$ cat config.mk
export PLATFORM = sky130hd
export DESIGN_NAME = peripheral_mpram_ahb4_arbiter
export DESIGN_NICKNAME = d
export VERILOG_FILES = /design/src/rtl/peripheral_mpram_ahb4_arbiter.sv
export SDC_FILE = /design/constraint.sdc
export NUM_CORES = 1
export LEC_CHECK = 0
export BUFFER_PORTS_ARGS = -buffer_cell sky130_fd_sc_hd__buf_2
export CAP_MARGIN = 20
export CORE_AREA = 2 2 105 107
export CTS_CLUSTER_DIAMETER = 50
export DETAILED_ROUTE_END_ITERATION = 7
export DIE_AREA = 0 0 107 109
export MAX_ROUTING_LAYER = met4
export PLACE_DENSITY = 0.65
export RECOVER_POWER = 25
export SYNTH_ARGS = -nofsm -noshare
export SYNTH_HDL_FRONTEND = slang
export SYNTH_SLANG_ARGS = --single-unit
$ cat constraint.sdc
create_clock -name HCLK -period 3.1 [get_ports HCLK]
set_input_delay 0.31 -clock HCLK [delete_from_list [all_inputs] [get_ports HCLK]]
set_output_delay 0.31 -clock HCLK [all_outputs]
set_load 0.005 [all_outputs]
$ cat src/rtl/peripheral_mpram_ahb4_arbiter.sv
// Upstream stage of the MPRAM AHB4 slave: merges NUM_MASTERS AHB-Lite masters onto one slave port
// through per-master address-phase holding registers, round-robin arbitration and HMASTLOCK support.
module peripheral_mpram_ahb4_arbiter #(
  parameter int NUM_MASTERS = 2,
  parameter int PLEN        = 8,
  parameter int XLEN        = 32
) (
  input  logic                        HCLK,
  input  logic                        HRESETn,
  input  logic [NUM_MASTERS-1:0]      mst_HSEL,
  input  logic [NUM_MASTERS*PLEN-1:0] mst_HADDR,
  input  logic [NUM_MASTERS*XLEN-1:0] mst_HWDATA,
  output logic [NUM_MASTERS*XLEN-1:0] mst_HRDATA,
  input  logic [NUM_MASTERS-1:0]      mst_HWRITE,
  input  logic [NUM_MASTERS*3-1:0]    mst_HSIZE,
  input  logic [NUM_MASTERS*3-1:0]    mst_HBURST,
  input  logic [NUM_MASTERS*4-1:0]    mst_HPROT,
  input  logic [NUM_MASTERS*2-1:0]    mst_HTRANS,
  input  logic [NUM_MASTERS-1:0]      mst_HMASTLOCK,
  input  logic [NUM_MASTERS-1:0]      mst_HREADY,
  output logic [NUM_MASTERS-1:0]      mst_HREADYOUT,
  output logic [NUM_MASTERS-1:0]      mst_HRESP,
  output logic                        slv_HSEL,
  output logic [PLEN-1:0]             slv_HADDR,
  output logic [XLEN-1:0]             slv_HWDATA,
  input  logic [XLEN-1:0]             slv_HRDATA,
  output logic                        slv_HWRITE,
  output logic [2:0]                  slv_HSIZE,
  output logic [2:0]                  slv_HBURST,
  output logic [3:0]                  slv_HPROT,
  output logic [1:0]                  slv_HTRANS,
  output logic                        slv_HMASTLOCK,
  output logic                        slv_HREADY,
  input  logic                        slv_HREADYOUT,
  input  logic                        slv_HRESP
);

  localparam int IW = (NUM_MASTERS > 1) ? $clog2(NUM_MASTERS) : 1;

  typedef struct packed {
    logic [PLEN-1:0] addr;
    logic            write;
    logic [2:0]      size;
    logic [2:0]      burst;
    logic [3:0]      prot;
    logic [1:0]      trans;
    logic            lock;
  } req_t;

  req_t                   mst_req [NUM_MASTERS];
  req_t                   pend_q  [NUM_MASTERS];
  req_t                   win_req;

  logic [NUM_MASTERS-1:0] cap;
  logic [NUM_MASTERS-1:0] elig;
  logic [NUM_MASTERS-1:0] done;
  logic [NUM_MASTERS-1:0] own_hit;
  logic [NUM_MASTERS-1:0] pend_v_q, pend_v_d;
  logic [NUM_MASTERS-1:0] busy_q, busy_d;

  logic [IW-1:0]          rr_ptr_q, rr_ptr_d;
  logic [IW-1:0]          own_idx_q, own_idx_d;
  logic [IW-1:0]          lock_owner_q, lock_owner_d;
  logic [IW-1:0]          hold_idx_q, hold_idx_d;
  logic [IW-1:0]          win_idx;

  logic                   own_v_q, own_v_d;
  logic                   lock_v_q, lock_v_d;
  logic                   hold_v_q, hold_v_d;
  logic                   win_v;
  logic                   issue;
  int                     cand;

  always_comb begin
    for (int i = 0; i < NUM_MASTERS; i++) begin
      mst_req[i].addr  = mst_HADDR[i*PLEN +: PLEN];
      mst_req[i].write = mst_HWRITE[i];
      mst_req[i].size  = mst_HSIZE[i*3 +: 3];
      mst_req[i].burst = mst_HBURST[i*3 +: 3];
      mst_req[i].prot  = mst_HPROT[i*4 +: 4];
      mst_req[i].trans = mst_HTRANS[i*2 +: 2];
      mst_req[i].lock  = mst_HMASTLOCK[i];
      // Only NONSEQ/SEQ phases are latched; IDLE/BUSY complete here with a zero-wait OKAY.
      cap[i]     = mst_HSEL[i] & mst_HTRANS[i*2+1] & mst_HREADY[i];
      elig[i]    = pend_v_q[i] & (~lock_v_q | (lock_owner_q == IW'(i)));
      own_hit[i] = own_v_q & (own_idx_q == IW'(i));
      done[i]    = own_hit[i] & slv_HREADYOUT;
    end
  end

  // An address phase stalled by slave wait states stays pinned to its master until accepted.
  always_comb begin
    win_v   = hold_v_q;
    win_idx = hold_idx_q;
    cand    = 0;
    if (!hold_v_q) begin
      for (int k = 0; k < NUM_MASTERS; k++) begin
        cand = int'(rr_ptr_q) + k;
        if (cand >= NUM_MASTERS) cand = cand - NUM_MASTERS;
        if (!win_v && elig[cand]) begin
          win_v   = 1'b1;
          win_idx = IW'(cand);
        end
      end
    end
    win_req = pend_q[win_idx];
  end

  always_comb begin
    issue        = win_v & slv_HREADYOUT;
    rr_ptr_d     = rr_ptr_q;
    lock_v_d     = lock_v_q;
    lock_owner_d = lock_owner_q;
    own_v_d      = own_v_q;
    own_idx_d    = own_idx_q;
    hold_v_d     = win_v & ~slv_HREADYOUT;
    hold_idx_d   = win_idx;
    if (issue) begin
      rr_ptr_d     = (win_idx == IW'(NUM_MASTERS-1)) ? '0 : win_idx + IW'(1);
      lock_v_d     = win_req.lock;
      lock_owner_d = win_idx;
    end
    if (slv_HREADYOUT) begin
      own_v_d   = issue;
      own_idx_d = win_idx;
    end
    for (int i = 0; i < NUM_MASTERS; i++) begin
      pend_v_d[i] = cap[i] | (pend_v_q[i] & ~(issue & (win_idx == IW'(i))));
      busy_d[i]   = cap[i] | (busy_q[i] & ~done[i]);
    end
  end

  always_ff @(posedge HCLK or negedge HRESETn) begin
    if (!HRESETn) begin
      pend_v_q     <= '0;
      busy_q       <= '0;
      rr_ptr_q     <= '0;
      own_v_q      <= 1'b0;
      own_idx_q    <= '0;
      lock_v_q     <= 1'b0;
      lock_owner_q <= '0;
      hold_v_q     <= 1'b0;
      hold_idx_q   <= '0;
    end else begin
      pend_v_q     <= pend_v_d;
      busy_q       <= busy_d;
      rr_ptr_q     <= rr_ptr_d;
      own_v_q      <= own_v_d;
      own_idx_q    <= own_idx_d;
      lock_v_q     <= lock_v_d;
      lock_owner_q <= lock_owner_d;
      hold_v_q     <= hold_v_d;
      hold_idx_q   <= hold_idx_d;
    end
  end

  // Holding-register payload is qualified by pend_v_q, so it needs no reset.
  always_ff @(posedge HCLK) begin
    for (int i = 0; i < NUM_MASTERS; i++) begin
      if (cap[i]) pend_q[i] <= mst_req[i];
    end
  end

  always_comb begin
    slv_HSEL      = win_v;
    slv_HADDR     = win_v ? win_req.addr  : '0;
    slv_HWRITE    = win_v ? win_req.write : 1'b0;
    slv_HSIZE     = win_v ? win_req.size  : 3'b000;
    slv_HBURST    = win_v ? win_req.burst : 3'b000;
    slv_HPROT     = win_v ? win_req.prot  : 4'b0000;
    slv_HTRANS    = win_v ? win_req.trans : 2'b00;
    slv_HMASTLOCK = win_v ? win_req.lock  : lock_v_q;
    slv_HREADY    = slv_HREADYOUT;
    slv_HWDATA    = own_v_q ? mst_HWDATA[int'(own_idx_q)*XLEN +: XLEN] : '0;
    mst_HRDATA    = '0;
    mst_HRESP     = '0;
    mst_HREADYOUT = '1;
    for (int i = 0; i < NUM_MASTERS; i++) begin
      mst_HRDATA[i*XLEN +: XLEN] = own_hit[i] ? slv_HRDATA : '0;
      mst_HRESP[i]               = own_hit[i] & slv_HRESP;
      mst_HREADYOUT[i]           = ~busy_q[i] | done[i];
    end
  end

endmodule

==> flow_metrics.tcl, run 1 <==
set metrics [dict create \
    outcome "completed" \
    fin_worst_skew_ns 0.00788 \
    p_switching_mw 1.44 \
    synth_flop_cell "edfxtp_1" \
    initial_core_util_pct 29.1 \
    synthTopCellsByCount "nor2_1 (60), mux2i_1 (55), edfxtp_1 (44)" \
    cap_violations 0 \
    avgSynthCellArea_um2 10.7 \
    wirelength_mm 10.1 \
    grt_pass1_wl_mm 13.8 \
    power_frac_seq_pct 28.3 \
    pwr-share-comb_pct 60.3 \
    synth_cell_types 23 \
    crit_chain "nor2_1 -> a22oi_1 -> a32o_2 -> buf_4 -> mux2i_1 -> nor2_1 -> buf_2" \
    cts_tree "yes" \
    worstPathRequired_ns 2.79 \
    antenna_left 0 \
    h-tree-depth 2 \
    synth_area_leaders "edfxtp_1 (43%), mux2i_1 (18%), dfrtp_1 (8.9%), nor2_1 (7.3%), and3_1 (6.9%)" \
    ctsResizeCount 0 \
    drc 0 \
    synthToLayoutAreaGrowth_pct 50.4 \
    ys_warn_count 0 \
    drt-wirelength-per-cell_um 14.5 \
    yosys.area_share.simple_pct 22.6 \
    gp_congestion 0.788 \
    drive_gt1_share_pct 51.7 \
    period_minus_slack_ns 2.55 \
    numPortBuffers 271 \
    synth-xor-area-share_pct 0 \
    post-synth-top-area-cell "edfxtp_1" \
    synth-seq-cells 55 \
    setup_tns_ns 0 \
    synth_top_area_share_pct 42.9 \
    p_total_mw 3.57 \
    worstSetupPathType "reg -> out" \
    io_pins 272 \
    setup_viol 0 \
    crit_path_top_delay_cell "a32o_2" \
    grt_max_degree 51 \
    synth_most_common_cell "nor2_1" \
    worst_slew_pin_slew_ns 0.910 \
    synth_fp_nets 437 \
    die_w_um 107 \
    dieArea_um2 11700 \
    synth_edf_count 44 \
    crit_top_cell "nor2_1" \
    synthesis.instances 289 \
    switching_share_pct 40.3 \
    rows 38 \
    synth_top_family_by_area "simple AND/OR/NAND/NOR gates" \
    final.period_utilization_pct 82.4 \
    nets 700 \
    netlist_area_um2 3080 \
    slew_viol_final 0 \
    clk_pin_slew_worst_paths_ns 0.10 \
    numCtsBuffers 5 \
    die_height_um 109 \
    multi_input_area_um2 1330 \
    first_global_vias 2781 \
    drtIter0Drc 255 \
    synthAdderAreaFrac_pct 0 \
    seq_area_frac_synth_pct 51.8 \
    coreArea_um2 10600 \
    regArea_um2 1600 \
    path_max_fanout 21 \
    cts_setup_buffers 0 \
    intPower_mw 2.13 \
    clockRootBuffer "clkbuf_8" \
    peakVddDrop_mv 0.446 \
    critPathLaunchType "flop" \
    clock_latency_ns 0.30 \
    power_density_nw_per_um2 770 \
    final.fill_count 1004 \
    fmax_mhz 391 \
    p_clk_share_pct 11.4 \
    clockBufferDepth 2 \
    slowest_delay_ns 0.64 \
    reg2reg_depth 5 \
    dpl.hpwl_mm 8.20 \
    hp-class "in -> reg" \
    routed_via_density 4.48 \
    final-hold-violation-count 0 \
    crit_path_end_kind "output pin" \
    grt_overflow 0 \
    synthMuxAreaShare_pct 18.4 \
    synth_compound_area_share_pct 2.23 \
    drtPass1Iterations 4 \
    cts_hold_buf 1 \
    cts.sinks 55 \
    vias 3108 \
    min_path_cells 1 \
    globalRouteTotalUtil_pct 15.7 \
    rsz0062_at_grt "no" \
    power.leakage_nw 2.64 \
    arrival_ns 2.24 \
    async_reset_ff_share_pct 20.0 \
    antenna_found_initial 1 \
    slew_headroom_pct 39.3 \
]
## layout by cell type (no fill, tap or decap)
cell type | synthesis | layout
a21oi_1 | 3 | 3
clkbuf_1 | 15 | 4
o21ai_0 | 3 | 3
buf_4 | 1 | 7
mux2_4 | 1 | 1
clkinv_2 | 0 | 1
mux2i_1 | 55 | 55
buf_2 | 4 | 267
inv_1 | 4 | 4
and2_1 | 33 | 33
diode_2 | 0 | 1
edfxtp_1 | 44 | 44
inv_6 | 0 | 1
dfrtp_1 | 11 | 10
dfrtp_2 | 0 | 1
a21o_1 | 2 | 2
dlygate4sd3_1 | 0 | 1
nor2_1 | 60 | 60
o21ai_1 | 1 | 1
a32o_2 | 1 | 1
and3_1 | 34 | 34
clkbuf_8 | 0 | 6
inv_2 | 1 | 1
a22oi_1 | 1 | 1
nand2b_1 | 1 | 1
nand2_1 | 7 | 7
nand3_1 | 4 | 4
## layer usage
| metal | global-route usage (%) | up-vias | routed length [um] |
|---|---|---|---|
| met5 | - | - | 0 |
| met4 | 4.27 | 0 | 59 |
| met3 | 2.75 | 4 | 776 |
| met2 | 26.0 | 162 | 4890 |
| met1 | 20.0 | 1411 | 4330 |
| li1 | - | 1531 | - |
## worst max-delay path, delay by kind of cell, from the launching register on
kind / cells / cell delay (ns)
AOI/OAI and AO/OA: 2 / 0.80
muxes: 1 / 0.20
DFF: 1 / 0.44
buffers and inverters: 2 / 0.38
and+or+nand+nor: 2 / 0.12
## power groups by stage
stage	sequential [mW]	combinational (mW)	clock (mW)
floorplan	0.963	1.42	0
global placement	1.02	2.14	0
detailed placement	1.03	2.17	0
CTS	1.01	2.17	0.419
global route	1.03	2.38	0.438
finish	1.01	2.15	0.408
## metrics by stage
stage               util, %  instance area [um^2]  hold WS, ns  setup WS (ns)  cells
finish                 43.7                  4640        0.172          0.545    694
floorplan                 -                  3080       0.0144           1.47    289
global placement       42.7                  4530        0.192          0.917    684
global route           43.7                  4640        0.159          0.311    694
CTS                    43.7                  4640        0.164          0.515    693
detailed placement     42.7                  4530        0.191          0.861    684
## worst paths after layout
| kind | from | to | slack, ns |
|---|---|---|---|
| min in group asynchronous | HRESETn | lock_v_q$_DFFE_PN0N_ | 0.52 |
| worst min-delay path | mst_HADDR[8] | pend_q[1][14]$_DFFE_PP_ | 0.17 |
| worst min register to register | busy_q[0]$_DFF_PN0_ | busy_q[0]$_DFF_PN0_ | 0.48 |
| max in group asynchronous | HRESETn | own_idx_q$_DFFE_PN0P_ | 2.15 |
| worst max register to register | lock_v_q$_DFFE_PN0N_ | lock_v_q$_DFFE_PN0N_ | 1.27 |
| worst max-delay path | lock_v_q$_DFFE_PN0N_ | slv_HPROT[2] | 0.55 |
## sequential cells by signal (all words and copies together) (netlist names)
| name | flops |
|---|---|
| lock_v_q | 1 |
| pend_q | 44 |
| pend_v_q | 2 |
| rr_ptr_q | 1 |
| lock_owner_q | 1 |
| hold_idx_q | 1 |
| own_v_q | 1 |
| own_idx_q | 1 |
| hold_v_q | 1 |
| busy_q | 2 |
## cells by family (layout without fill, tap and decap cells)
logic type	after synthesis	after routing
AOI/OAI and AO/OA	11	11
and+or+nand+nor	139	139
muxes	56	56
buffers and inverters	28	292
other	0	1
DFF	55	55
## layout make-up
| class | count | area share [%] |
|---|---|---|
| Sequential cell | 55 | 34.5 |
| Inverter | 5 | 0.405 |
| Timing Repair Buffer | 279 | 30.5 |
| Antenna cell | 1 | 0.0540 |
| Multi-Input combinational cell | 206 | 28.7 |
| Tap cell | 140 | 3.78 |
| Clock buffer | 6 | 1.78 |
| Clock inverter | 2 | 0.297 |
Note: power is estimated with default switching activity, not from simulation.
==> run 2: changes to the inputs <==
Settings changed: ABC_AREA from default to 1, CORE_AREA 2 2 105 107 to 2 2 106 108, DIE_AREA 0 0 107 109 to 0 0 108 110, PLACE_DENSITY 0.65 to default.
Clock period 3.1 ns to 2.4 ns, I/O delays scaled along.
==> run 2 against run 1 <==
  * Worst hold slack got worse by 0.070 ns
  * Clock-buffer cell count is the same
  * Critical path depth rose by 3
  * Clock power rose by 20%
  * Global-route usage fell by 0.51 points
  * Flip-flop and latch count unchanged
  * Total power is 38% higher
  * Utilization shrank 0.11 points
  * Cell area grew 0.65%
==> flow_metrics.tcl, run 2 <==
set metrics [dict create \
    fmax_mhz 466 \
    gr-usage-met1_pct 17.6 \
    cap_violations 0 \
    final_cell_mix "buf_2 (268), nor2_1 (89), nand2_1 (85), inv_1 (46), edfxtp_1 (44)" \
    p_switching_mw 2.27 \
    worstPathRequired_ns 2.16 \
    diodes 0 \
    synth_edf_count 44 \
    clockRootBuffer "clkbuf_8" \
    final.period_utilization_pct 89.4 \
    crit_chain "nand2_1 -> nand3_1 -> nand2_1 -> nand2_1 -> nand2_2 -> nand2_4 -> inv_6 -> nor2_1 -> nor2_1 -> buf_2" \
    synthTopCellsByCount "nor2_1 (89), nand2_1 (85), inv_1 (46)" \
    rows 38 \
    grt_max_degree 35 \
    critPathLaunchType "flop" \
    fin_worst_skew_ns 0.00179 \
    cts_hold_buf 1 \
    period_minus_slack_ns 2.15 \
    clock_latency_ns 0.30 \
    numPortBuffers 271 \
    drive_gt1_share_pct 46.6 \
    async_reset_ff_share_pct 20.0 \
    gr-max-usage-layer "met2" \
    slew_headroom_pct 18.0 \
    top_regs "pend_q x44, busy_q x2, pend_v_q x2" \
    regArea_um2 1600 \
    clk_pin_slew_worst_paths_ns 0.09 \
    regToRegStartpoint "rr_ptr_q$_DFFE_PN0N_" \
    path_max_fanout 26 \
    crit_top_cell "nand2_1" \
    seq_area_frac_synth_pct 50.9 \
    nets 803 \
    final-hold-violation-count 0 \
    coreArea_um2 10700 \
    first_global_vias 2969 \
    p_clk_share_pct 9.9 \
    arrival_ns 1.91 \
    pre_cts_slack_ns 0.558 \
    netlist_area_um2 3140 \
    cts_setup_buffers 0 \
    outcome "completed" \
    cts_tree "yes" \
    slowest_delay_ns 0.42 \
    crit_path_end_kind "output pin" \
    synth_top_area_share_pct 42.1 \
    io_pins 272 \
    grtUsageMet3_pct 2.70 \
    final.fill_count 1142 \
    initial_core_util_pct 29.3 \
    power_density_nw_per_um2 1060 \
    die_height_um 110 \
    intPower_mw 2.67 \
    dieArea_um2 11900 \
    cts.sinks 55 \
    largest_register "pend_q" \
    r2r_end "lock_owner_q$_DFFE_PN0N_" \
    utilization_pct 43.6 \
    regToRegSetupSlack_ns 0.95 \
    synth-seq-cells 55 \
    routed_via_density 4.33 \
    synth_area_leaders "edfxtp_1 (42%), nor2_1 (11%), nand2_1 (10%), dfrtp_1 (8.8%), inv_1 (5.5%)" \
    wirelength_mm 9.75 \
    setup_viol 0 \
    ys_warn_count 0 \
    drtIter0Drc 241 \
    largest_reg_flops 44 \
    pwr-share-comb_pct 65.0 \
    worst_slew_pin_slew_ns 1.23 \
    crit_path_top_delay_cell "dfrtp_1" \
    fin_ws_ns 0.254 \
    antenna_left 0 \
    path_depth 10 \
    multi_input_area_um2 1210 \
    synthesis.instances 392 \
    h-tree-depth 2 \
    ctsResizeCount 0 \
    die_w_um 108 \
    synth_most_common_cell "nor2_1" \
    clockBufferDepth 2 \
    hp-class "in -> reg" \
    cp-endpoint "slv_HPROT[3]" \
    path_delay_family "simple AND/OR/NAND/NOR gates" \
    rsz0062_at_grt "no" \
    final_common_cell "buf_2" \
    setup_tns_ns 0 \
    reg2reg_depth 9 \
    grt_pass1_wl_mm 13.9 \
    drt-wirelength-per-cell_um 12.3 \
    switching_share_pct 45.9 \
    synth_cell_types 24 \
    peakVddDrop_mv 0.570 \
    cp_num_buf_inv 2 \
    dpl.hpwl_mm 7.79 \
    worstSetupStartpoint "lock_v_q$_DFFE_PN0N_" \
    drtPass1Iterations 4 \
    power.leakage_nw 2.63 \
    antenna_found_initial 0 \
    met2_usage_pct 27.3 \
    slew_viol_final 0 \
    gp_congestion 0.785 \
    power_frac_seq_pct 25.1 \
    synth_fp_nets 540 \
    post-synth-top-area-cell "edfxtp_1" \
    drc 0 \
    avgSynthCellArea_um2 8.01 \
    numCtsBuffers 5 \
    worstSetupPathType "reg -> out" \
    synthToLayoutAreaGrowth_pct 48.6 \
    synth_flop_cell "edfxtp_1" \
    vias 3443 \
    grt_overflow 0 \
    globalRouteTotalUtil_pct 15.2 \
]
## run 2: changes by cell type in the layout (fill, tap and decap cells not counted), sizes merged, moves of 33 or more
| cell | delta |
|---|---|
| and3 | -34 |
| mux2i | -55 |
| nand2 | +81 |
| nor2 | +48 |
| and2 | -33 |
| inv | +41 |
## run 2: power groups by stage
stage / registers, mW / logic [mW] / clock network (mW)
2_1_floorplan: 1.24 / 2.10 / 0
3_3_place_gp: 1.26 / 3.24 / 0
3_5_place_dp: 1.26 / 3.26 / 0
4_1_cts: 1.24 / 3.28 / 0.511
5_1_grt: 1.26 / 3.62 / 0.543
6_report: 1.24 / 3.21 / 0.488
## run 2: how the worst min path moves through the flow
stage,startpoint,to,depth (start not counted),slack [ns]
4_1_cts,mst_HADDR[2],pend_q[0][16]$_DFFE_PP_,1,0.1
5_1_grt,mst_HADDR[2],pend_q[0][16]$_DFFE_PP_,1,0.09
3_5_place_dp,HRESETn,own_idx_q$_DFFE_PN0P_,1,0.13
3_3_place_gp,HRESETn,hold_idx_q$_DFF_PN0_,1,0.12
6_report,mst_HADDR[2],pend_q[0][16]$_DFFE_PP_,1,0.10
2_1_floorplan,HRESETn,busy_q[0]$_DFF_PN0_,0,-0.06
## run 2: layout make-up
cell class              count  share of cell area, %
clock inverters             2                  0.268
multi-input cells         266                   26.0
clock buffers               6                   1.56
inverters                  48                   3.97
well taps                 140                   3.75
flip-flops and latches     55                   34.2
repair buffers            279                   30.2
## run 2: kinds of logic after synthesis
group | count (synthesis) | synth area share [%]
flops | 55 | 50.9
buf+inv | 71 | 10.5
compound gates | 60 | 11.3
simple gates | 206 | 27.3
## run 2: metal layers
| metal | vias to the layer above | share of wire, % |
|---|---|---|
| met5 | - | 0 |
| met4 | 0 | 1.6 |
| met3 | 9 | 8.8 |
| met2 | 168 | 50 |
| met1 | 1518 | 40 |
| li1 | 1748 | - |
## run 2: per-stage QoR
| stage | hold WS [ns] | std cells | power [mW] | cell area [um^2] |
|---|---|---|---|---|
| final | 0.102 | 796 | 4.94 | 4670 |
| after global routing | 0.0878 | 796 | 5.42 | 4670 |
| after CTS | 0.0965 | 796 | 5.03 | 4670 |
| after detailed placement | 0.131 | 787 | 4.52 | 4580 |
| after global placement | 0.125 | 787 | 4.50 | 4580 |
| after floorplan | -0.0556 | 392 | 3.34 | 3140 |
==> run 3: changes to the inputs <==
Clock period 2.4 ns to 2 ns, I/O delays scaled along.
==> run 3 against run 2 <==
  * The flow now finishes with violations (negative setup slack)
  * Combinational power is 39% higher
  * Critical endpoint is now slv_HADDR[1]
  * Largest cell class unchanged
  * Global-route usage is 0.96 points higher
  * First-iteration DRC count is 10% lower
  * Via count is 1.2% higher
  * Clock-buffer cell count is 1 lower
  * Routed wire length is 6.9% higher
  * Utilization is 1.7 points higher
  * Die area stayed put
  * Worst setup slack worse by 0.28 ns
  * Sequential power is 21% higher
  * Critical path depth is 2 lower
==> flow_metrics.tcl, run 3 (same netlist as run 2, synthesis figures left out) <==
set metrics [dict create \
    fin_worst_skew_ns 0.00158 \
    min_path_cells 1 \
    numPortBuffers 271 \
    power.leakage_nw 2.70 \
    clockBufferDepth 2 \
    die_height_um 110 \
    crit_path_top_delay_cell "dfrtp_1" \
    grt_pass1_wl_mm 14.8 \
    final_cell_mix "buf_2 (269), nor2_1 (87), nand2_1 (84), inv_1 (45), edfxtp_1 (44)" \
    grt_overflow 0 \
    fmax_mhz 494 \
    die_w_um 108 \
    top_regs "pend_q x44, busy_q x2, pend_v_q x2" \
    first_global_vias 3071 \
    drt-wirelength-per-cell_um 12.9 \
    rsz0062_at_grt "yes" \
    grt_max_degree 33 \
    setup_viol 7 \
    diodes 0 \
    synthToLayoutAreaGrowth_pct 54.5 \
    path_delay_family "simple AND/OR/NAND/NOR gates" \
    violations "negative setup slack" \
    dpl.hpwl_mm 8.28 \
    rows 38 \
    final.period_utilization_pct 101 \
    drc 0 \
    holdWs_ns 0.0579 \
    dieArea_um2 11900 \
    clockRootBuffer "clkbuf_8" \
    globalRouteTotalUtil_pct 16.2 \
    outcome "finished, violations left" \
    hp-start "mst_HADDR[2]" \
    routed_via_density 4.33 \
    final_common_cell "buf_2" \
    regToRegSetupSlack_ns 0.50 \
    gp_congestion 0.839 \
    peakVddDrop_mv 0.953 \
    antenna_left 0 \
    regArea_um2 1600 \
    stdcell_area_um2 4850 \
    postPlaceCellArea_um2 4610 \
    regToRegStartpoint "lock_v_q$_DFFE_PN0N_" \
    crit_path_end_kind "output pin" \
    drive_gt1_share_pct 49.1 \
    nets 813 \
    coreArea_um2 10700 \
    largest_reg_flops 44 \
    critPathLaunchType "flop" \
    h-tree-depth 2 \
    final-hold-violation-count 0 \
    vias 3486 \
    power_density_nw_per_um2 1350 \
    drtPass1Iterations 4 \
    slew_headroom_pct 59.7 \
    slowest_delay_ns 0.41 \
    multi_input_area_um2 1270 \
    io_pins 272 \
    worstSetupPathType "reg -> out" \
    slew_viol_final 0 \
    cap_violations 0 \
    wirelength_mm 10.4 \
    cts.sinks 55 \
    antenna_found_initial 0 \
    hold_end "pend_q[0][16]$_DFFE_PP_" \
    reg2reg_depth 9 \
    final.fill_count 1100 \
    worstPathRequired_ns 1.80 \
    hp-class "in -> reg" \
    period_minus_slack_ns 2.03 \
    arrival_ns 1.83 \
    worst_slew_pin_slew_ns 0.605 \
    path_max_fanout 8 \
    drtIter0Drc 216 \
    r2r_end "pend_v_q[1]$_DFF_PN0_" \
    cp_num_buf_inv 3 \
    clk_pin_slew_worst_paths_ns 0.09 \
    cts_tree "yes" \
    fin_ws_ns -0.0256 \
    initial_core_util_pct 29.3 \
    numCtsBuffers 5 \
    largest_register "pend_q" \
    clock_latency_ns 0.31 \
    crit_chain "buf_4 -> nand3_1 -> nand4_1 -> nand2_8 -> buf_6 -> o21bai_1 -> nor2_1 -> buf_2" \
]
[run 3: changes by cell type in the layout (fill, tap and decap cells not counted), moves of 2 or more]
| cell | delta |
|---|---|
| o21bai_1 | -3 |
| buf_4 | +5 |
| nor2_1 | -2 |
| o21bai_4 | +3 |
| nor2_2 | +2 |
| buf_6 | +3 |
| buf_12 | +2 |
| clkbuf_1 | -3 |
[run 3: cell type report]
class / instances / area share, %
Sequential cell: 55 / 32.9
Multi-Input combinational cell: 266 / 26.1
Clock inverter: 3 / 0.413
Tap cell: 140 / 3.61
Inverter: 48 / 3.97
Timing Repair inverter: 1 / 0.181
Clock buffer: 5 / 1.42
Timing Repair Buffer: 288 / 31.3
[run 3: worst max path at each step]
| stage | cells past startpoint | slack (ns) | to | startpoint |
|---|---|---|---|---|
| 2_1_floorplan | 10 | 0.58 | slv_HADDR[0] | lock_v_q$_DFFE_PN0N_ |
| 3_3_place_gp | 10 | 0.36 | slv_HADDR[1] | lock_v_q$_DFFE_PN0N_ |
| 3_5_place_dp | 10 | 0.31 | slv_HADDR[1] | lock_v_q$_DFFE_PN0N_ |
| 4_1_cts | 10 | 0.003 | slv_HADDR[1] | lock_v_q$_DFFE_PN0N_ |
| 5_1_grt | 9 | -0.14 | slv_HPROT[0] | lock_owner_q$_DFFE_PN0N_ |
| 6_report | 8 | -0.03 | slv_HADDR[1] | rr_ptr_q$_DFFE_PN0N_ |
[run 3: through the flow]
| step | total power, mW | cells | TNS, ns | utilization [%] | worst slack [ns] |
|---|---|---|---|---|---|
| after floorplan | 4.00 | 392 | 0 | - | 0.585 |
| after global placement | 5.51 | 790 | 0 | 43.1 | 0.356 |
| after detailed placement | 5.54 | 790 | 0 | 43.1 | 0.313 |
| after CTS | 6.26 | 801 | 0 | 44.3 | 0.00272 |
| after global routing | 7.14 | 806 | -2.39 | 45.3 | -0.143 |
| final | 6.54 | 806 | -0.0906 | 45.3 | -0.0256 |
[run 3: worst reg2reg max path, cell delays in order, from the launching register on]
cell and delay (ns):
dfrtp_1 0.43, nand2_2 0.10, nand3_2 0.09, nand2_1 0.08
nand2_1 0.06, nand2_2 0.13, nand2_8 0.11, buf_4 0.18
o21ai_0 0.15, nand2_1 0.08
[run 3: what timing repair did]
action	4_1_cts	5_1_grt
setup endpoints to repair	18	26
setup buffers	2	4
endpoints found under the hold margin	11	0
pin swaps	0	3
hold buffers	1	0
cloned	0	1
resized for setup	4	13
[run 3: report_power, final]
group | internal, mW | switching, mW
Clock | 0.244 | 0.358
Combinational | 1.93 | 2.52
Sequential | 1.40 | 0.0997
[run 3: per-layer routing]
layer / vias up / track usage [%] / wire (um)
li1: 1769 / - / -
met1: 1553 / 18.9 / 4070
met2: 154 / 29.2 / 5360
met3: 10 / 2.76 / 869
met4: 0 / 3.75 / 129
met5: - / - / 0
